===== config.mk =====
export PLATFORM = sky130hd
export DESIGN_NAME = data_mem_arbiter_flat
export DESIGN_NICKNAME = d
export VERILOG_FILES = /design/src/rtl/data_mem_arbiter_if.sv /design/src/rtl/data_mem_arbiter.sv /design/src/flat_wrapper.sv
export SDC_FILE = /design/constraint.sdc
export NUM_CORES = 1
export LEC_CHECK = 0
export ABC_AREA = 1
export BUFFER_PORTS_ARGS = -buffer_cell sky130_fd_sc_hd__buf_2
export CAP_MARGIN = 10
export CORE_MARGIN = 3
export CORE_UTILIZATION = 40
export CTS_CLUSTER_SIZE = 10
export DETAILED_ROUTE_END_ITERATION = 8
export PLACE_DENSITY = 0.72
export SYNTH_ARGS = -nofsm -noshare
export SYNTH_HDL_FRONTEND = slang
export SYNTH_SLANG_ARGS = --single-unit

===== constraint.sdc =====
create_clock -name clk -period 2.3 [get_ports clk]
set_clock_uncertainty 0.2 [all_clocks]
set_input_delay 0.23 -clock clk [delete_from_list [all_inputs] [get_ports clk]]
set_output_delay 0.23 -clock clk [all_outputs]
set_load 0.03 [all_outputs]

===== src/rtl/data_mem_arbiter_if.sv =====
`default_nettype none
// ============================================================================
// Module : data_mem_arbiter_if
// Request, response and memory-side signals of the two-port data memory arbiter.
// Rev    : 1.0
// ============================================================================
interface data_mem_arbiter_if #(
  parameter int ADDR_W = 32,
  parameter int DATA_W = 8
);
  logic              req0;
  logic              req1;
  logic              we0;
  logic              we1;
  logic [ADDR_W-1:0] addr0;
  logic [ADDR_W-1:0] addr1;
  logic [DATA_W-1:0] wdata0;
  logic [DATA_W-1:0] wdata1;
  logic              ack0;
  logic              ack1;
  logic              err0;
  logic              err1;
  logic [DATA_W-1:0] rdata0;
  logic [DATA_W-1:0] rdata1;
  logic              busy;
  logic              mem_WE;
  logic              mem_RE;
  logic [ADDR_W-1:0] mem_Dir;
  logic [DATA_W-1:0] mem_Data;
  logic [DATA_W-1:0] mem_Data_out;

  modport slave (
    input  req0, req1, we0, we1, addr0, addr1, wdata0, wdata1, mem_Data_out,
    output ack0, ack1, err0, err1, rdata0, rdata1, busy,
           mem_WE, mem_RE, mem_Dir, mem_Data
  );

  modport master (
    output req0, req1, we0, we1, addr0, addr1, wdata0, wdata1, mem_Data_out,
    input  ack0, ack1, err0, err1, rdata0, rdata1, busy,
           mem_WE, mem_RE, mem_Dir, mem_Data
  );
endinterface
`default_nettype wire


===== src/rtl/data_mem_arbiter.sv =====
`default_nettype none
// ============================================================================
// Module : data_mem_arbiter
// Round-robin arbiter/sequencer serializing two requesters onto one memory port.
// Rev    : 1.0
// ============================================================================
module data_mem_arbiter #(
  parameter int ADDR_W    = 32,
  parameter int DATA_W    = 8,
  parameter int MEM_DEPTH = 8
) (
  input wire                 clk,
  input wire                 rst,
  data_mem_arbiter_if.slave  bus
);

  localparam logic [ADDR_W-1:0] c_mem_depth = ADDR_W'(MEM_DEPTH);

  typedef enum logic [1:0] {
    S_IDLE   = 2'd0,
    S_ACCESS = 2'd1,
    S_WAIT   = 2'd2,
    S_DONE   = 2'd3
  } state_t;

  state_t            r_state;
  state_t            w_next;
  logic              r_owner;
  logic              r_last_owner;
  logic              r_we;
  logic              r_reject;
  logic [ADDR_W-1:0] r_addr;
  logic [DATA_W-1:0] r_wdata;
  logic [DATA_W-1:0] r_rdata0;
  logic [DATA_W-1:0] r_rdata1;

  logic              w_req_any;
  logic              w_grant1;
  logic [ADDR_W-1:0] w_sel_addr;

  assign w_req_any  = bus.req0 | bus.req1;
  // Port 1 wins when alone, or when contested and port 0 was the last owner.
  assign w_grant1   = bus.req1 & (~bus.req0 | ~r_last_owner);
  assign w_sel_addr = w_grant1 ? bus.addr1 : bus.addr0;

  always_ff @(posedge clk) begin
    if (rst) begin
      r_state <= S_IDLE;
    end else begin
      r_state <= w_next;
    end
  end

  always_comb begin
    w_next = r_state;
    case (r_state)
      S_IDLE:   if (w_req_any) w_next = S_ACCESS;
      S_ACCESS: w_next = S_WAIT;
      S_WAIT:   w_next = S_DONE;
      S_DONE:   w_next = S_IDLE;
      default:  w_next = S_IDLE;
    endcase
  end

  always_ff @(posedge clk) begin
    if (rst) begin
      r_owner      <= 1'b0;
      r_last_owner <= 1'b1;
      r_we         <= 1'b0;
      r_reject     <= 1'b0;
      r_addr       <= '0;
      r_wdata      <= '0;
      r_rdata0     <= '0;
      r_rdata1     <= '0;
    end else begin
      if (r_state == S_IDLE && w_req_any) begin
        r_owner      <= w_grant1;
        r_last_owner <= w_grant1;
        r_we         <= w_grant1 ? bus.we1 : bus.we0;
        r_addr       <= w_sel_addr;
        r_wdata      <= w_grant1 ? bus.wdata1 : bus.wdata0;
        r_reject     <= (w_sel_addr >= c_mem_depth);
      end
      // Memory registered the read at the end of ACCESS; capture it here.
      if (r_state == S_WAIT && !r_we && !r_reject) begin
        if (r_owner) begin
          r_rdata1 <= bus.mem_Data_out;
        end else begin
          r_rdata0 <= bus.mem_Data_out;
        end
      end
    end
  end

  assign bus.busy     = (r_state != S_IDLE);
  assign bus.ack0     = (r_state == S_DONE) & ~r_owner;
  assign bus.ack1     = (r_state == S_DONE) &  r_owner;
  assign bus.err0     = (r_state == S_DONE) & ~r_owner & r_reject;
  assign bus.err1     = (r_state == S_DONE) &  r_owner & r_reject;
  assign bus.rdata0   = r_rdata0;
  assign bus.rdata1   = r_rdata1;
  assign bus.mem_WE   = ~((r_state == S_ACCESS) &  r_we & ~r_reject);
  assign bus.mem_RE   = ~((r_state == S_ACCESS) & ~r_we & ~r_reject);
  assign bus.mem_Dir  = r_addr;
  assign bus.mem_Data = r_wdata;

endmodule
`default_nettype wire


===== src/flat_wrapper.sv =====
// flat-port wrapper written by rule: the top's interface ports become plain ports
module data_mem_arbiter_flat 
#(
  parameter int ADDR_W    = 32,
  parameter int DATA_W    = 8,
  parameter int MEM_DEPTH = 8
)
  (clk, rst, bus_req0, bus_req1, bus_we0, bus_we1, bus_addr0, bus_addr1, bus_wdata0, bus_wdata1, bus_mem_Data_out, bus_ack0, bus_ack1, bus_err0, bus_err1, bus_rdata0, bus_rdata1, bus_busy, bus_mem_WE, bus_mem_RE, bus_mem_Dir, bus_mem_Data);
  data_mem_arbiter_if #(.ADDR_W(ADDR_W), .DATA_W(DATA_W)) bus_i ();
  input wire clk;
  input wire rst;
  input wire logic [$bits(bus_i.req0)-1:0] bus_req0;
  input wire logic [$bits(bus_i.req1)-1:0] bus_req1;
  input wire logic [$bits(bus_i.we0)-1:0] bus_we0;
  input wire logic [$bits(bus_i.we1)-1:0] bus_we1;
  input wire logic [$bits(bus_i.addr0)-1:0] bus_addr0;
  input wire logic [$bits(bus_i.addr1)-1:0] bus_addr1;
  input wire logic [$bits(bus_i.wdata0)-1:0] bus_wdata0;
  input wire logic [$bits(bus_i.wdata1)-1:0] bus_wdata1;
  input wire logic [$bits(bus_i.mem_Data_out)-1:0] bus_mem_Data_out;
  output wire logic [$bits(bus_i.ack0)-1:0] bus_ack0;
  output wire logic [$bits(bus_i.ack1)-1:0] bus_ack1;
  output wire logic [$bits(bus_i.err0)-1:0] bus_err0;
  output wire logic [$bits(bus_i.err1)-1:0] bus_err1;
  output wire logic [$bits(bus_i.rdata0)-1:0] bus_rdata0;
  output wire logic [$bits(bus_i.rdata1)-1:0] bus_rdata1;
  output wire logic [$bits(bus_i.busy)-1:0] bus_busy;
  output wire logic [$bits(bus_i.mem_WE)-1:0] bus_mem_WE;
  output wire logic [$bits(bus_i.mem_RE)-1:0] bus_mem_RE;
  output wire logic [$bits(bus_i.mem_Dir)-1:0] bus_mem_Dir;
  output wire logic [$bits(bus_i.mem_Data)-1:0] bus_mem_Data;
  assign bus_i.req0 = bus_req0;
  assign bus_i.req1 = bus_req1;
  assign bus_i.we0 = bus_we0;
  assign bus_i.we1 = bus_we1;
  assign bus_i.addr0 = bus_addr0;
  assign bus_i.addr1 = bus_addr1;
  assign bus_i.wdata0 = bus_wdata0;
  assign bus_i.wdata1 = bus_wdata1;
  assign bus_i.mem_Data_out = bus_mem_Data_out;
  assign bus_ack0 = bus_i.ack0;
  assign bus_ack1 = bus_i.ack1;
  assign bus_err0 = bus_i.err0;
  assign bus_err1 = bus_i.err1;
  assign bus_rdata0 = bus_i.rdata0;
  assign bus_rdata1 = bus_i.rdata1;
  assign bus_busy = bus_i.busy;
  assign bus_mem_WE = bus_i.mem_WE;
  assign bus_mem_RE = bus_i.mem_RE;
  assign bus_mem_Dir = bus_i.mem_Dir;
  assign bus_mem_Data = bus_i.mem_Data;
  data_mem_arbiter #(.ADDR_W(ADDR_W), .DATA_W(DATA_W), .MEM_DEPTH(MEM_DEPTH)) u_core (.clk(clk), .rst(rst), .bus(bus_i));
endmodule

==> metrics.cfg, run 1 <==
[cts]
cts_tree = done
post_cts_buffers = 0
cts_max_level = 3
cts.clk_slew.worst_paths_ns = 0.07
clock-sinks = 62
cts_buffer_depth = 2
insertion_delay_ns = 0.32
clock_tree.root_cell = clkbuf_8
numCtsBuffers = 9

[grt]
antenna_found_initial = 0
grt_pass1_wl_mm = 14.8
grt_pass1_vias = 3215
grt_usage = 0.215
grt_start_max_net_pins = 35
overflow = 0

[synthesis]
ys_ff_latch = 62
synth_area_per_cell_um2 = 7.01
syn_inst = 422
yosysSeqAreaShare = 0.420
syn_area_mm2 = 0.00296
yosysWarningCount = 0
synth.distinct_cells = 18
synthesis.nets = 520

[timing]
rsz0062_at_grt = false
fmax_mhz = 467
finalSetupViolCount = 0
fin_setup_tns_ns = 0
final_max_slew_viol_count = 0
worstMarginPinSlew_ns = 0.533
fin_crit_ns = 2.14
hold_viol_final = 0
period_share = 0.931
slew_headroom = 0.644

[worst_setup_path]
startpoint_type = register
required_ns = 2.37
critPathLaunch = u_core.r_state[0]$_SDFFE_PP0P_
path_class = register to register
crit_fanout = 25
rr_startpoint = u_core.r_state[0]$_SDFFE_PP0P_
crit_arrival_ns = 2.21
worst_setup_path_end_kind = register

[drt]
ant_nets = 0
drt_iter0_drc = 159
wl_per_cell_um = 13.2
drt-total-wl_mm = 9.33
avgViaCountPerCell = 4.87
drc = 0
drt-pass1-iter-count = 4
vias = 3431

[power]
total_power_uw = 4630
powerDensity_mw_per_mm2 = 1070
leakage_uw = 0.00226
vdd_ir_drop_max_mv = 0.583

[final_layout]
multiInputGateArea_mm2 = 0.00137
fin_util = 0.618
finalNetCount = 701
drive_above_1_share = 0.301
fin_cells = 705
final_cell_mix = buf_2 (156), nand2_1 (102), dfxtp_1 (62)
final_common_cell = buf_2
fillers = 654
area_growth_pct = 45.9
seq_area_mm2 = 0.00124

[job]
maxCapViolCount = 0

[floorplanning]
io_pins = 157
die_h_um = 92.0
start_util = 0.423
dieArea_mm2 = 0.00846
fp.dieW_um = 92.0
core_area_mm2 = 0.00698
rows = 30

[placed_design]
dp_cells = 655
dp_hpwl_mm = 6.34
io_buffers = 156
place_congestion = 0.788

[min_path]
hold_start = bus_addr1[7]
hold_class = input pin to register

[outcome]
status = finished clean

==> worst paths after layout <==
path | to | slack, ns | cells after the start
worst min-delay path | u_core.bus.mem_Dir[7]$_SDFFE_PP0P_ | 0.02 | 3
worst min register to register | u_core.bus.rdata0[4]$_SDFFE_PP0P_ | 0.24 | 2
worst max-delay path | u_core.bus.mem_Data[0]$_SDFFE_PP0P_ | 0.16 | 8
worst max register to register | u_core.bus.mem_Data[0]$_SDFFE_PP0P_ | 0.16 | 8
==> flip-flops by register name (all words and copies together) (netlist names) <==
name                 cells
u_core.r_state           2
u_core.r_owner           1
u_core.bus.rdata1        8
u_core.bus.rdata0        8
u_core.bus.mem_Dir      32
u_core.r_reject          1
u_core.r_last_owner      1
u_core.bus.mem_Data      8
u_core.r_we              1
==> layout make-up <==
| type | count | share of cell area |
|---|---|---|
| diodes | 1 | 0.000580 |
| multi-input cells | 279 | 0.318 |
| well taps | 96 | 0.0278 |
| flip-flops and latches | 62 | 0.288 |
| clock inverters | 3 | 0.00406 |
| repair buffers | 198 | 0.276 |
| inverters | 53 | 0.0461 |
| clock buffers | 13 | 0.0392 |
==> where the power goes <==
group | internal [µW] | leakage, µW | total (µW) | switching [µW]
Sequential | 1400 | 0.000512 | 1580 | 179
Combinational | 713 | 0.00165 | 2160 | 1440
Clock | 477 | 0.0000954 | 894 | 417
Total | 2590 | 0.00226 | 4630 | 2040
==> Yosys cell counts <==
cell type	number	area (µm²)
a21oi_1	43	215
a31oi_1	16	100
buf_2	12	60.1
buf_4	6	45.0
buf_6	2	22.5
clkbuf_1	8	30.0
dfxtp_1	62	1240
ha_1	4	50.1
inv_1	53	199
nand2_1	102	383
nand2_2	1	6.26
nand3_1	10	50.1
nand3b_1	23	173
nor2_1	18	67.6
nor3_1	1	5.00
o21ai_0	47	235
o21ai_1	13	65.1
o221ai_1	1	8.76
==> cells by family after synthesis <==
family | synth area share
AO/OA/AOI/OAI | 0.211
flip-flops | 0.420
AND/OR/NAND/NOR | 0.231
buffers and inverters | 0.121
adder cells (fa/ha/maj) | 0.0169
==> repair_timing <==
item                       CTS  global route
hold buffers                33             0
setup endpoints to repair    0            12
gates resized for setup      0             5
hold endpoints to repair    21             0
==> layer usage <==
| metal | vias to the layer above | GRT usage | wire length, µm |
|---|---|---|---|
| met5 | - | 0 | 0 |
| met1 | 1522 | 0.262 | 3860 |
| met2 | 150 | 0.356 | 4520 |
| met4 | 0 | 0.0953 | 193 |
| li1 | 1739 | - | - |
| met3 | 20 | 0.0550 | 764 |
==> per-stage QoR <==
stage / hold WS (ns) / cell area (µm²) / setup slack [ns]
floorplan: 0.0991 / 2960 / 0.508
global placement: 0.200 / 3770 / 0.531
detailed placement: 0.206 / 3770 / 0.505
CTS: 0.00381 / 4290 / 0.0572
global route: 0.0111 / 4310 / 0.0185
finish: 0.0189 / 4310 / 0.158
==> worst max-delay path, cell delays in order, from the launching register on <==
cell	delay (ns)
dfxtp_1	0.34
inv_1	0.09
ha_2	0.21
inv_1	0.08
nor2_4	0.15
buf_12	0.18
o21ai_0	0.09
a31oi_1	0.17
dlygate4sd3_1	0.57
Note: power is estimated with default switching activity, not from simulation.
==> run 2, diff against run 1 <==
--- a/config.mk
+++ b/config.mk
@@ -9,10 +9,9 @@
 export BUFFER_PORTS_ARGS = -buffer_cell sky130_fd_sc_hd__buf_2
 export CAP_MARGIN = 10
 export CORE_MARGIN = 3
-export CORE_UTILIZATION = 40
+export CORE_UTILIZATION = 35
 export CTS_CLUSTER_SIZE = 10
 export DETAILED_ROUTE_END_ITERATION = 8
-export PLACE_DENSITY = 0.72
 export SYNTH_ARGS = -nofsm -noshare
 export SYNTH_HDL_FRONTEND = slang
 export SYNTH_SLANG_ARGS = --single-unit
==> metrics.cfg, run 2 (synthesis results as in run 1) <==
[worst_setup_path]
crit_fanout = 35
r2r_cells = 8
slowest_delay_ns = 0.56
worstReg2RegEnd = u_core.bus.mem_Data[1]$_SDFFE_PP0P_
cpMostUsedCell = nand2_1
slowest_stage = dlygate4sd3_1
worst_setup_path_end_kind = register
rrSetupSlack_ns = 0.15
critPathLaunch = u_core.r_last_owner$_SDFFE_PP1P_
rr_startpoint = u_core.r_last_owner$_SDFFE_PP1P_
required_ns = 2.30
cp_cell_sequence = nand2_1 > nand2_2 > buf_12 > inv_1 > buf_4 > nand2_1 > a31oi_1 > dlygate4sd3_1
crit_arrival_ns = 2.15
path_class = register to register
startpoint_type = register

[cts]
clock-sinks = 62
numCtsBuffers = 9
cts.clk_slew.worst_paths_ns = 0.07
cts_tree = done
cts_max_level = 3
insertion_delay_ns = 0.32
clock_tree.root_cell = clkbuf_8
cts_buffer_depth = 2

[job]
maxCapViolCount = 0

[timing]
fin_crit_ns = 2.15
hold_viol_final = 0
fmax_mhz = 466
slew_headroom = 0.642
fin_hold_ws_ns = 0.0106
finalSetupViolCount = 0
final_max_slew_viol_count = 0
rsz0062_at_grt = false
worstMarginPinSlew_ns = 0.535
period_share = 0.933
fin_setup_tns_ns = 0

[min_path]
hold-path-cell-count = 3
hold_start = bus_mem_Data_out[6]
hold_class = input pin to register
holdPathEnd = u_core.bus.rdata0[6]$_SDFFE_PP0P_

[power]
vdd_ir_drop_max_mv = 0.537
powerDensity_mw_per_mm2 = 1090
total_power_uw = 4750
leakage_uw = 0.00228

[drt]
vias = 3353
wl_per_cell_um = 13.0
drt-pass1-iter-count = 4
drc = 0
ant_nets = 0
drt_iter0_drc = 131
drt-total-wl_mm = 9.27
avgViaCountPerCell = 4.71

[grt]
grt_start_max_net_pins = 46
overflow = 0
grt_pass1_wl_mm = 15.2
grt_pass1_vias = 3181
grt_usage = 0.192
antenna_found_initial = 0

[outcome]
status = finished clean

[final_layout]
diodes = 0
final_common_cell = buf_2
drive_above_1_share = 0.303
finalNetCount = 703
fillers = 803
area_growth_pct = 47.9
seq_area_mm2 = 0.00124
largest_reg_flops = 32
multiInputGateArea_mm2 = 0.00137
final_cell_mix = buf_2 (156), nand2_1 (102), dfxtp_1 (62)
final_area_mm2 = 0.00437

[placed_design]
placed_area_mm2 = 0.00380
place_congestion = 0.800
io_buffers = 156
dp_hpwl_mm = 6.46

[floorplanning]
start_util = 0.371
die_h_um = 97.9
rows = 32
dieArea_mm2 = 0.00959
fp.dieW_um = 97.9
core_area_mm2 = 0.00797
io_pins = 157

[run 2: cell types whose count changed in the layout (fill, tap and decap cells not counted)]
cell / before / now
nand2_4: 1 / 0
bufinv_16: 0 / 1
clkinv_2: 2 / 1
clkinvlp_4: 1 / 2
inv_1: 53 / 52
clkbuf_8: 12 / 11
diode_2: 1 / 0
buf_12: 1 / 3
clkbuf_1: 1 / 2
nand2_2: 0 / 1
[run 2: timing repair]
item / CTS / global route
hold buffers: 33 / 0
gates resized for setup: 0 / 5
endpoints found under the hold margin: 23 / 0
buffers inserted: 0 / 3
setup endpoints to repair: 0 / 12
[run 2: worst max-delay path, delay by kind of cell (launching register included)]
kind	cells	cell delay, ns
flip-flops	1	0.34
AO/OA/AOI/OAI	1	0.09
AND/OR/NAND/NOR	3	0.36
buffers and inverters	4	1.04
[run 2: how the worst max path moves through the flow]
stage / to / depth (start not counted) / slack, ns
final: u_core.bus.mem_Data[1]$_SDFFE_PP0P_ / 8 / 0.15
after global routing: u_core.bus.mem_Data[1]$_SDFFE_PP0P_ / 8 / 0.02
after CTS: u_core.r_we$_SDFFE_PP0P_ / 8 / 0.05
after detailed placement: u_core.bus.mem_Dir[11]$_SDFFE_PP0P_ / 7 / 0.51
after global placement: u_core.r_reject$_SDFFE_PP0P_ / 11 / 0.56
after floorplan: u_core.bus.mem_Dir[25]$_SDFFE_PP0P_ / 8 / 0.51
[run 2: area by class of cell]
type,count,area share
clock inverter,3,0.00973
sequential,62,0.284
timing repair buffer,200,0.282
multi-input combinational,279,0.313
clock buffer,13,0.0363
inverter,53,0.0464
tap,102,0.0292
[run 2: through the flow]
stage           util  setup WS [ns]  std cells
3_5_place_dp   0.477          0.508        660
2_1_floorplan      -          0.508        422
5_1_grt        0.549         0.0174        712
6_report       0.549          0.155        712
4_1_cts        0.544         0.0497        709
3_3_place_gp   0.477          0.556        660
[run 2: routing by layer]
| metal | global-route usage | part of all wire | up-vias |
|---|---|---|---|
| li1 | - | - | 1737 |
| met1 | 0.246 | 0.45 | 1470 |
| met2 | 0.311 | 0.45 | 122 |
| met3 | 0.0471 | 0.070 | 24 |
| met4 | 0.0777 | 0.026 | 0 |
| met5 | 0 | 0 | - |
[run 2: power breakdown]
| part | total (µW) | internal [µW] | leakage, µW | switching [µW] |
|---|---|---|---|---|
| logic | 2210 | 753 | 0.00166 | 1450 |
| clock network | 964 | 559 | 0.0000996 | 404 |
| registers | 1580 | 1410 | 0.000512 | 177 |
==> run 3, diff against run 2 <==
--- a/config.mk
+++ b/config.mk
@@ -9,9 +9,10 @@
 export BUFFER_PORTS_ARGS = -buffer_cell sky130_fd_sc_hd__buf_2
 export CAP_MARGIN = 10
 export CORE_MARGIN = 3
-export CORE_UTILIZATION = 35
+export CORE_UTILIZATION = 48
 export CTS_CLUSTER_SIZE = 10
 export DETAILED_ROUTE_END_ITERATION = 8
+export PLACE_DENSITY = 0.85
 export SYNTH_ARGS = -nofsm -noshare
 export SYNTH_HDL_FRONTEND = slang
 export SYNTH_SLANG_ARGS = --single-unit
==> metrics.cfg, run 3 (synthesis results as in run 1) <==
[drt]
vias = 3518
wl_met2_mm = 4.75
drt-pass1-iter-count = 5
drt-total-wl_mm = 9.76
met1_length_mm = 3.80
drt_iter0_drc = 205
highest_layer = met4
avgViaCountPerCell = 5.17
drc = 0
wl_per_cell_um = 14.3
wl_met3_um = 841
ant_nets = 0

[final_layout]
fin_cells = 681
largest_reg_flops = 32
final_common_cell = buf_2
finalNetCount = 703
drive_above_1_share = 0.294
area_growth_pct = 45.0
final_cell_mix = buf_2 (156), nand2_1 (102), dfxtp_1 (62)
fin_util = 0.747
final_area_mm2 = 0.00429

[timing]
fin_hold_ws_ns = 0.0139
fin_crit_ns = 2.22
finalSetupViolCount = 0
layout_setup_ws_ns = 0.0846
hold_viol_final = 0
fmax_mhz = 451
worstMarginPinSlew_ns = 0.529
final_max_slew_viol_count = 0
period_share = 0.963
slew_headroom = 0.646

[placed_design]
dp_hpwl_mm = 6.28
place_congestion = 0.801
dp_cells = 629
io_buffers = 156
placed_area_mm2 = 0.00374
pre_cts_ws_ns = 0.413

[worst_setup_path]
required_ns = 2.38
path_class = register to register
crit_arrival_ns = 2.30
crit_fanout = 27
critPathLaunch = u_core.r_state[0]$_SDFFE_PP0P_
worst_setup_path_end_kind = register
startpoint_type = register
rr_startpoint = u_core.r_state[0]$_SDFFE_PP0P_

[cts]
cts_max_level = 3
cts.clk_slew.worst_paths_ns = 0.07
clock-sinks = 62
insertion_delay_ns = 0.33
numCtsBuffers = 9
clock_tree.root_cell = clkbuf_8
cts_tree = done
cts_buffer_depth = 2

[grt]
grt_usage = 0.267
grt_pass1_vias = 3456
overflow = 0
antenna_found_initial = 1
grt_pass1_wl_mm = 15.5
grt_start_max_net_pins = 57

[min_path]
hold_class = input pin to register
hold_start = bus_addr1[23]

[power]
leakage_uw = 0.00226
powerDensity_mw_per_mm2 = 1070
vdd_ir_drop_max_mv = 0.626

[floorplanning]
fp.dieW_um = 84.5
rows = 27
dieArea_mm2 = 0.00714
die_h_um = 84.5
io_pins = 157
start_util = 0.515
core_area_mm2 = 0.00574

[job]
maxCapViolCount = 0

[outcome]
status = finished clean

==> run 3: metrics by stage <==
step                total power [µW]  TNS (ns)
finish                          4600         0
global route                    4890   -0.0513
CTS                             4500         0
detailed placement              3570         0
global placement                3520         0
floorplan                       3010         0
==> run 3: worst max-delay path: stages, from the launching register on <==
cell and delay, ns:
dfxtp_1 0.34, inv_1 0.11, ha_2 0.22, inv_1 0.10, nor2_4 0.13, buf_12 0.17, o21ai_1 0.08, a31oi_1 0.20
dlygate4sd3_1 0.60
==> run 3: path summary, 6_finish.rpt <==
path	slack (ns)	cells after the start	end
max	0.08	8	u_core.bus.mem_Dir[2]$_SDFFE_PP0P_
min	0.01	3	u_core.bus.mem_Dir[23]$_SDFFE_PP0P_
max reg2reg	0.08	8	u_core.bus.mem_Dir[2]$_SDFFE_PP0P_
min reg2reg	0.24	2	u_core.bus.rdata0[2]$_SDFFE_PP0P_
==> run 3: where the power goes <==
part           internal (µW)  total (µW)  switching (µW)
clock                    405         809             404
combinational            721        2200            1480
sequential              1410        1590             184
==> run 3: repair_timing <==
item                                    CTS  global route
hold endpoints to repair                 24             0
hold buffers                             36             0
gates resized for setup                   0             7
endpoints found under the setup margin    0            12
setup buffers                             0             1
==> run 3: final cells by class <==
| cell class | count | area (µm²) |
|---|---|---|
| clock buffer | 12 | 145 |
| tap | 72 | 90.1 |
| clock inverter | 2 | 10.0 |
| inverter | 53 | 199 |
| timing repair buffer | 200 | 1230 |
| fill | 439 | 1460 |
| antenna | 1 | 2.50 |
| sequential | 62 | 1240 |
| multi-input combinational | 279 | 1370 |
==> run 3: layer usage <==
layer	track usage	up-vias
met5	0	-
met1	0.305	1543
met4	0.138	0
met2	0.451	200
li1	-	1737
met3	0.0785	38
